`src/rtl/fv_poly_mult.sv`:
```
// Streaming small-by-wide polynomial multiplier over Z_q[x]/(x^N +/- 1), q = 2^QW.
// Operands are loaded one coefficient per beat, multiplied in N cycles, then streamed out.
module fv_poly_mult #(
  parameter int unsigned N   = 16,
  parameter int unsigned QW  = 5,
  parameter int unsigned UW  = 1,
  parameter int unsigned NEG = 1
) (
  input  logic          clk,
  input  logic          locked,
  input  logic          flush,
  input  logic          in_valid,
  output logic          in_ready,
  input  logic [QW-1:0] in_a,
  input  logic [UW-1:0] in_u,
  output logic          out_valid,
  input  logic          out_ready,
  output logic [QW-1:0] out_c,
  output logic          out_last,
  output logic          busy
);

  localparam int unsigned KW = $clog2(N);
  localparam logic [1:0] S_LOAD = 2'd0;
  localparam logic [1:0] S_COMP = 2'd1;
  localparam logic [1:0] S_OUT  = 2'd2;

  logic [1:0]       state;
  logic [KW-1:0]    k;
  logic [KW-1:0]    k_nx;
  logic             k_last;
  logic [QW-1:0]    rot   [N];
  logic [QW-1:0]    acc   [N];
  logic [UW-1:0]    u_mem [N];
  logic [QW+UW-1:0] u_wide;
  logic [QW-1:0]    u_ext;

  assign k_nx   = k + KW'(1);
  assign k_last = (k == KW'(N - 1));

  // Small operand widened to QW bits: unsigned for UW=1, two's complement otherwise.
  always_comb begin
    u_wide = '0;
    if (UW == 1) u_wide = {{QW{1'b0}}, u_mem[k]};
    else         u_wide = {{QW{u_mem[k][UW-1]}}, u_mem[k]};
    u_ext = u_wide[QW-1:0];
  end

  // Operand storage: rot holds a[] and is rotated each COMP cycle so that
  // rot[i] == s(i,j)*a[(i-j) mod N] during cycle j.
  always_ff @(posedge clk) begin
    if (!flush) begin
      if (state == S_LOAD && in_valid) begin
        rot[k]   <= in_a;
        u_mem[k] <= in_u;
      end else if (state == S_COMP) begin
        for (int unsigned i = 1; i < N; i++) rot[i] <= rot[i-1];
        rot[0] <= (NEG != 0) ? ('0 - rot[N-1]) : rot[N-1];
      end
    end
  end

  always_ff @(posedge clk or negedge locked) begin
    if (!locked) begin
      state     <= S_LOAD;
      k         <= '0;
      for (int unsigned i = 0; i < N; i++) acc[i] <= '0;
      in_ready  <= 1'b1;
      out_valid <= 1'b0;
      out_c     <= '0;
      out_last  <= 1'b0;
      busy      <= 1'b0;
    end else if (flush) begin
      state     <= S_LOAD;
      k         <= '0;
      for (int unsigned i = 0; i < N; i++) acc[i] <= '0;
      in_ready  <= 1'b1;
      out_valid <= 1'b0;
      out_c     <= '0;
      out_last  <= 1'b0;
      busy      <= 1'b0;
    end else begin
      case (state)
        S_LOAD: begin
          if (in_valid) begin
            if (k_last) begin
              k        <= '0;
              state    <= S_COMP;
              in_ready <= 1'b0;
              busy     <= 1'b1;
            end else begin
              k <= k_nx;
            end
          end
        end
        S_COMP: begin
          for (int unsigned i = 0; i < N; i++) acc[i] <= acc[i] + rot[i] * u_ext;
          if (k_last) begin
            k     <= '0;
            state <= S_OUT;
          end else begin
            k <= k_nx;
          end
        end
        S_OUT: begin
          // First OUT cycle primes the registered output from acc[0].
          if (!out_valid) begin
            out_valid <= 1'b1;
            out_c     <= acc[0];
            out_last  <= 1'b0;
          end else if (out_ready) begin
            if (k_last) begin
              state     <= S_LOAD;
              k         <= '0;
              for (int unsigned i = 0; i < N; i++) acc[i] <= '0;
              in_ready  <= 1'b1;
              out_valid <= 1'b0;
              out_c     <= '0;
              out_last  <= 1'b0;
              busy      <= 1'b0;
            end else begin
              k        <= k_nx;
              out_c    <= acc[k_nx];
              out_last <= (k_nx == KW'(N - 1));
            end
          end
        end
        default: begin
          state    <= S_LOAD;
          k        <= '0;
          in_ready <= 1'b1;
          busy     <= 1'b0;
        end
      endcase
    end
  end

endmodule

```
`config.mk`:
```
export PLATFORM = sky130hd
export DESIGN_NAME = fv_poly_mult
export DESIGN_NICKNAME = d
export VERILOG_FILES = /design/src/rtl/fv_poly_mult.sv
export SDC_FILE = /design/constraint.sdc
export NUM_CORES = 1
export LEC_CHECK = 0
export CORE_MARGIN = 8
export CORE_UTILIZATION = 63
export DETAILED_ROUTE_END_ITERATION = 8
export PLACE_DENSITY_LB_ADDON = 0.05
export SETUP_SLACK_MARGIN = 0.5
export SLEW_MARGIN = 20
export SYNTH_ARGS = -nofsm -noshare
export SYNTH_HDL_FRONTEND = slang
export SYNTH_SLANG_ARGS = --single-unit
```
`constraint.sdc`:
```
create_clock -name clk -period 3.9 [get_ports clk]
set_input_delay 1.17 -clock clk [delete_from_list [all_inputs] [get_ports clk]]
set_output_delay 1.17 -clock clk [all_outputs]
set_load 0.02 [all_outputs]
```
Yosys cells after proc, flatten, opt, wreduce, memory -nomap -nowiden. Memories as Yosys holds them, arrays and structs flattened. Index checks and enable logic that the tools add are counted. W data, S select, Z words.

Memory bits (writable): 96. Logic and storage cells: 142. Input bits: 11. Memories kept: 2. Output and inout bits: 9. Register bits: 95.

Memories: rot (depth 16, width 5, read ports 16, clocked after Yosys merged registers in 0, wr ports 16, line 32) `logic [QW-1:0] rot [N];`; u_mem (depth 16, width 1, read ports 1, clocked after Yosys merged registers in 0, wr ports 1, line 34) `logic [UW-1:0] u_mem [N];`.

Bitwise operators: 1. Order comparisons: 1. Muxes and demuxes: 59. Reduce and logical (&&, ||, !) cells: 10. Add/sub/neg operators: 18. Multiply operators: 16. Eq/ne operators: 12.

Operators with widths (number): $mux W80 (4); $pmux W80 S2 (1); $add A5 B5 Y5 (16); $mul A5 B1 Y5 (16); $mux W5 (8); $mux W1 (28); $mux W4 (6); $bmux W5 S4 (1); $ne A3 B3 Y1 const B (6); $mux W2 (7); $pmux W4 S3 (1); $reduce_and A6 Y1 (2); $eq A4 B4 Y1 const B (2); $pmux W1 S3 (2); $pmux W2 S3 (1); $ge A5 B5 Y1 const B (1); $not A4 Y5 (1); $reduce_or A5 Y1 (1); $sub A1 B5 Y5 const A (1); $add A4 B1 Y4 const B (1); $reduce_and A4 Y1 (1); $ne A3 B2 Y1 const B (1); $reduce_and A3 Y1 (1); $reduce_bool A3 Y1 (1); 7 further kinds (7).

Depth between registers and ports, before layout.
Word-level depth: 10. Depth in mapped cells: 16. Mapped depth without buffers: 13.

Worst setup path before layout. Ideal clock, no wire load.

Kind: register to register. From: register k[0]. To: register acc[9] (netlist bit). Setup slack: 0.608 ns. Stages on the path, launching flop included: 15. Clock period less this slack: 3.292 ns. Library setup time: 0.127 ns. Arrival time: 3.165 ns. Required time: 3.773 ns. Buffers on the path: 3. Path through: dfrtp_1 buf_6 mux4_2 a22o_4 or2_1 buf_6 buf_6 and2_1 ha_1 fa_1 a21o_1 a21oi_1 xnor2_1 a21oi_1 o22ai_1.

Cells in the longest elaborated chain, start to end: 5. Elaborated cells between the ends (all ways): 8. Those cells by class: add/sub: 1; mul: 1; eq/ne: 2; mux: 2; reduce/logical: 1; memory: 1.

Ends and longest elaborated chain: from (decl) (line 29) `logic [KW-1:0] k;`; from (signal assigned) (line 92) `k <= k_nx;`; from (signal assigned) (line 102) `k <= k_nx;`; from (signal assigned) (line 122) `k <= k_nx;`; $mem_v2 Z16 W1; $mul A5 B1 Y5 (line 97) `for (int unsigned i = 0; i < N; i++) acc[i] <= acc[i] + rot[i] * u_ext;`; $add A5 B5 Y5 (line 97); $pmux W80 S2 (line 83) `case (state)`; $mux W80 (line 73) `end else if (flush) begin`; to (decl) (line 33) `logic [QW-1:0] acc [N];`.

Several ways; a longest one is shown, not always the timed one. A chain may end at the register's enable or synchronous reset.

Worst setup path in the final report.
From: register k[0]. To: register acc[39] (netlist bit).

The elaborated chain is that of the path after synthesis.

==> results.yml <==
run_status:
  status: "finished, final reports clean"
worst_setup_path:
  critical_path_arrival_ps: 3670
  path_class: "flop to flop"
  worstPathRequired_ps: 4260
  cp-start-kind: "flop"
  cp_max_fo: 32
  end_kind: "flop"
clock_tree:
  cts_hold_buf: 0
  htreeDepth: 4
  clockRootBuffer: "clkbuf_16"
  cts_buffers: 17
  cts_max_path_buffers: 2
  path_clk_slew_ps: 80
  clkLatencyLatePin_ps: 440
  cts_tree: "built"
  cts_sinks: 191
global_route:
  grt_usage_pct: 25.6
  grt_pass1_vias: 7821
  grt_start_max_net_pins: 81
  grt_pass1_wl_um: 43100
  overflow: 0
  antenna_found_initial: 0
power:
  ir_worst_vdd_uv: 346
  power.density_nw_per_um2: 384
  power_leakage_nw: 5.76
  power_mw: 4.72
layout:
  design_area_um2: 12300
  multi_input_area_um2: 5480
  num-fill-cells: 1198
  area_growth_pct: 11.7
  layout-drive-gt1-share_pct: 16.1
  utilization_pct: 71.5
  diodes: 0
  fin_nets: 1049
  finalNonFillerCells: 1190
  seq_area_um2: 5260
routing:
  vias_per_cell: 6.51
  ant_nets: 0
  routedWlPerCell_um: 22.9
  drtPass1Iterations: 7
  wl_um: 27300
  via_count: 7741
  drc_errors: 0
  first_iter_violations: 712
timing:
  relSlewSlack_pct: 42.0
  fin_setup_tns_ps: 0
  whs_ps: 495
  min_period_ps: 3310
  max_freq_mhz: 302
  worst_pin_slew_ps: 870
  fin_skew_ps: 11.7
  finalHoldViolCount: 0
  finalSetupViolCount: 0
  grt_setup_unrepaired: "yes"
  setup_slack_ps: 585
  slew_viol_final: 0
  post-route-period-util_pct: 85.0
floorplanning:
  die_x_um: 148
  core_area_um2: 17200
  row_count: 48
  die_h_um: 148
  die_area_um2: 21900
  start_util_pct: 64.1
  io_pins: 20
placement:
  place_ws_ps: 403
  hpwl_um: 18500
  placed_area_um2: 11400
  dp_cells: 1152
  gp_congestion: 0.906
  port_buffers: 19
logic_synthesis:
  yosys-top-cells-area: "edfxtp_1, dfrtp_1, ha_1"
  synth_area_um2: 11000
  yosysWarningCount: 0
  syn-num-nets: 1034
  ys_seq_elements: 191
  synth_enable_flop_cells: 96
  yosysSeqAreaShare_pct: 47.8
  ys.flop_type: "edfxtp_1"
  async_reset_ff_share_pct: 49.7
  syn_area_per_cell_um2: 11.7
  synth_top_area_share_pct: 26.2
  post_synth_num_cell_types: 45
  synth_top_area_cell: "edfxtp_1"
  yosysMostFrequentCell: "a21o_1"
  synth_cells: 937
  synthTopCellsByCount: "a21o_1, edfxtp_1, dfrtp_1, and2_1, ha_1"
worst_hold_path:
  hold_path.class: "flop to flop"
job:
  drv_cap: 0
cell type report:
class | instances | area share (%)
sequential | 191 | 42.8
multi-input combinational | 655 | 44.6
timing repair buffer | 56 | 4.40
tap | 225 | 2.29
clock inverter | 14 | 1.45
inverter | 31 | 0.947
clock buffer | 18 | 3.49
where the power goes:
part,switching (mW),internal [mW]
Combinational,0.404,0.306
Clock,0.826,1.02
Sequential,0.0215,2.14
Total,1.25,3.47
worst max-delay path, stage by stage, from the launching register on:
cell and delay (ps):
dfrtp_2 460, mux4_2 530, a22o_4 260, or2_4 280, buf_12 170, and2_1 180, ha_1 210, fa_2 370
a21o_1 180, a21oi_2 170, xnor2_2 160, a21oi_1 100, o22ai_1 160
cell families after synthesis:
kind of cell	Yosys count	share of synthesized area, %
buffers and inverters	91	3.90
multiplexers	39	6.38
XOR/XNOR	52	4.14
flip-flops	191	47.8
AO/OA/AOI/OAI	290	18.1
adder cells (fa/ha/maj)	86	10.9
AND/OR/NAND/NOR	188	8.76
sequential cells by signal, indices dropped and copies added (netlist names):
name and cells:
in_ready 1, k 4, acc 80, out_last 1, out_valid 1, state 2
out_c 5, busy 1, u_mem 16, rot 80
per-layer routing:
layer | share of wire [%] | vias to the layer above | global-route usage (%) | wire length [um]
met5 | 0 | - | 0 | 0
met4 | 2.5 | 0 | 8.82 | 690
met3 | 6.0 | 53 | 4.10 | 1650
met2 | 49 | 301 | 41.3 | 13300
met1 | 43 | 3945 | 34.6 | 11700
li1 | - | 3442 | - | -
final timing paths:
check	from	end	slack [ps]	cells after the start
worst max-delay path	k[0]	acc[39]	590	12
max in group asynchronous	locked	acc[49]	2280	2
worst max register to register	k[0]	acc[39]	590	12
worst min-delay path	out_last	out_last	490	2
min in group asynchronous	locked	busy	700	1
worst min register to register	out_last	out_last	490	2
cell usage in the layout, fill, tap and decap left out, types with 4 or more instances in the layout:
| cell type | instances |
|---|---|
| a21oi_2 | 16 |
| edfxtp_1 | 96 |
| a22o_1 | 33 |
| a222oi_1 | 5 |
| nand2b_1 | 4 |
| inv_1 | 31 |
| a21o_1 | 114 |
| xnor2_2 | 6 |
| a21oi_1 | 34 |
| o21ai_0 | 53 |
| or2_2 | 6 |
| nand2_1 | 62 |
| nor2_1 | 20 |
| mux4_2 | 21 |
| fa_2 | 16 |
| o21ai_2 | 10 |
| clkbuf_16 | 17 |
| ha_1 | 65 |
| xor2_1 | 19 |
| nor3_1 | 6 |
| xnor2_1 | 27 |
| mux2i_1 | 15 |
| clkdlybuf4s50_1 | 18 |
| nor2b_1 | 6 |
| buf_12 | 4 |
| and2_1 | 70 |
| o22ai_1 | 16 |
| and3_1 | 4 |
| inv_6 | 4 |
| ha_2 | 5 |
| buf_4 | 33 |
| dfrtp_1 | 93 |
repair_timing:
item,CTS,global route
pin swaps,1,27
setup buffers,1,4
gates cloned,1,0
setup endpoints to repair,16,16
resized for setup,5,40
Power figures use the tool's default switching activity.
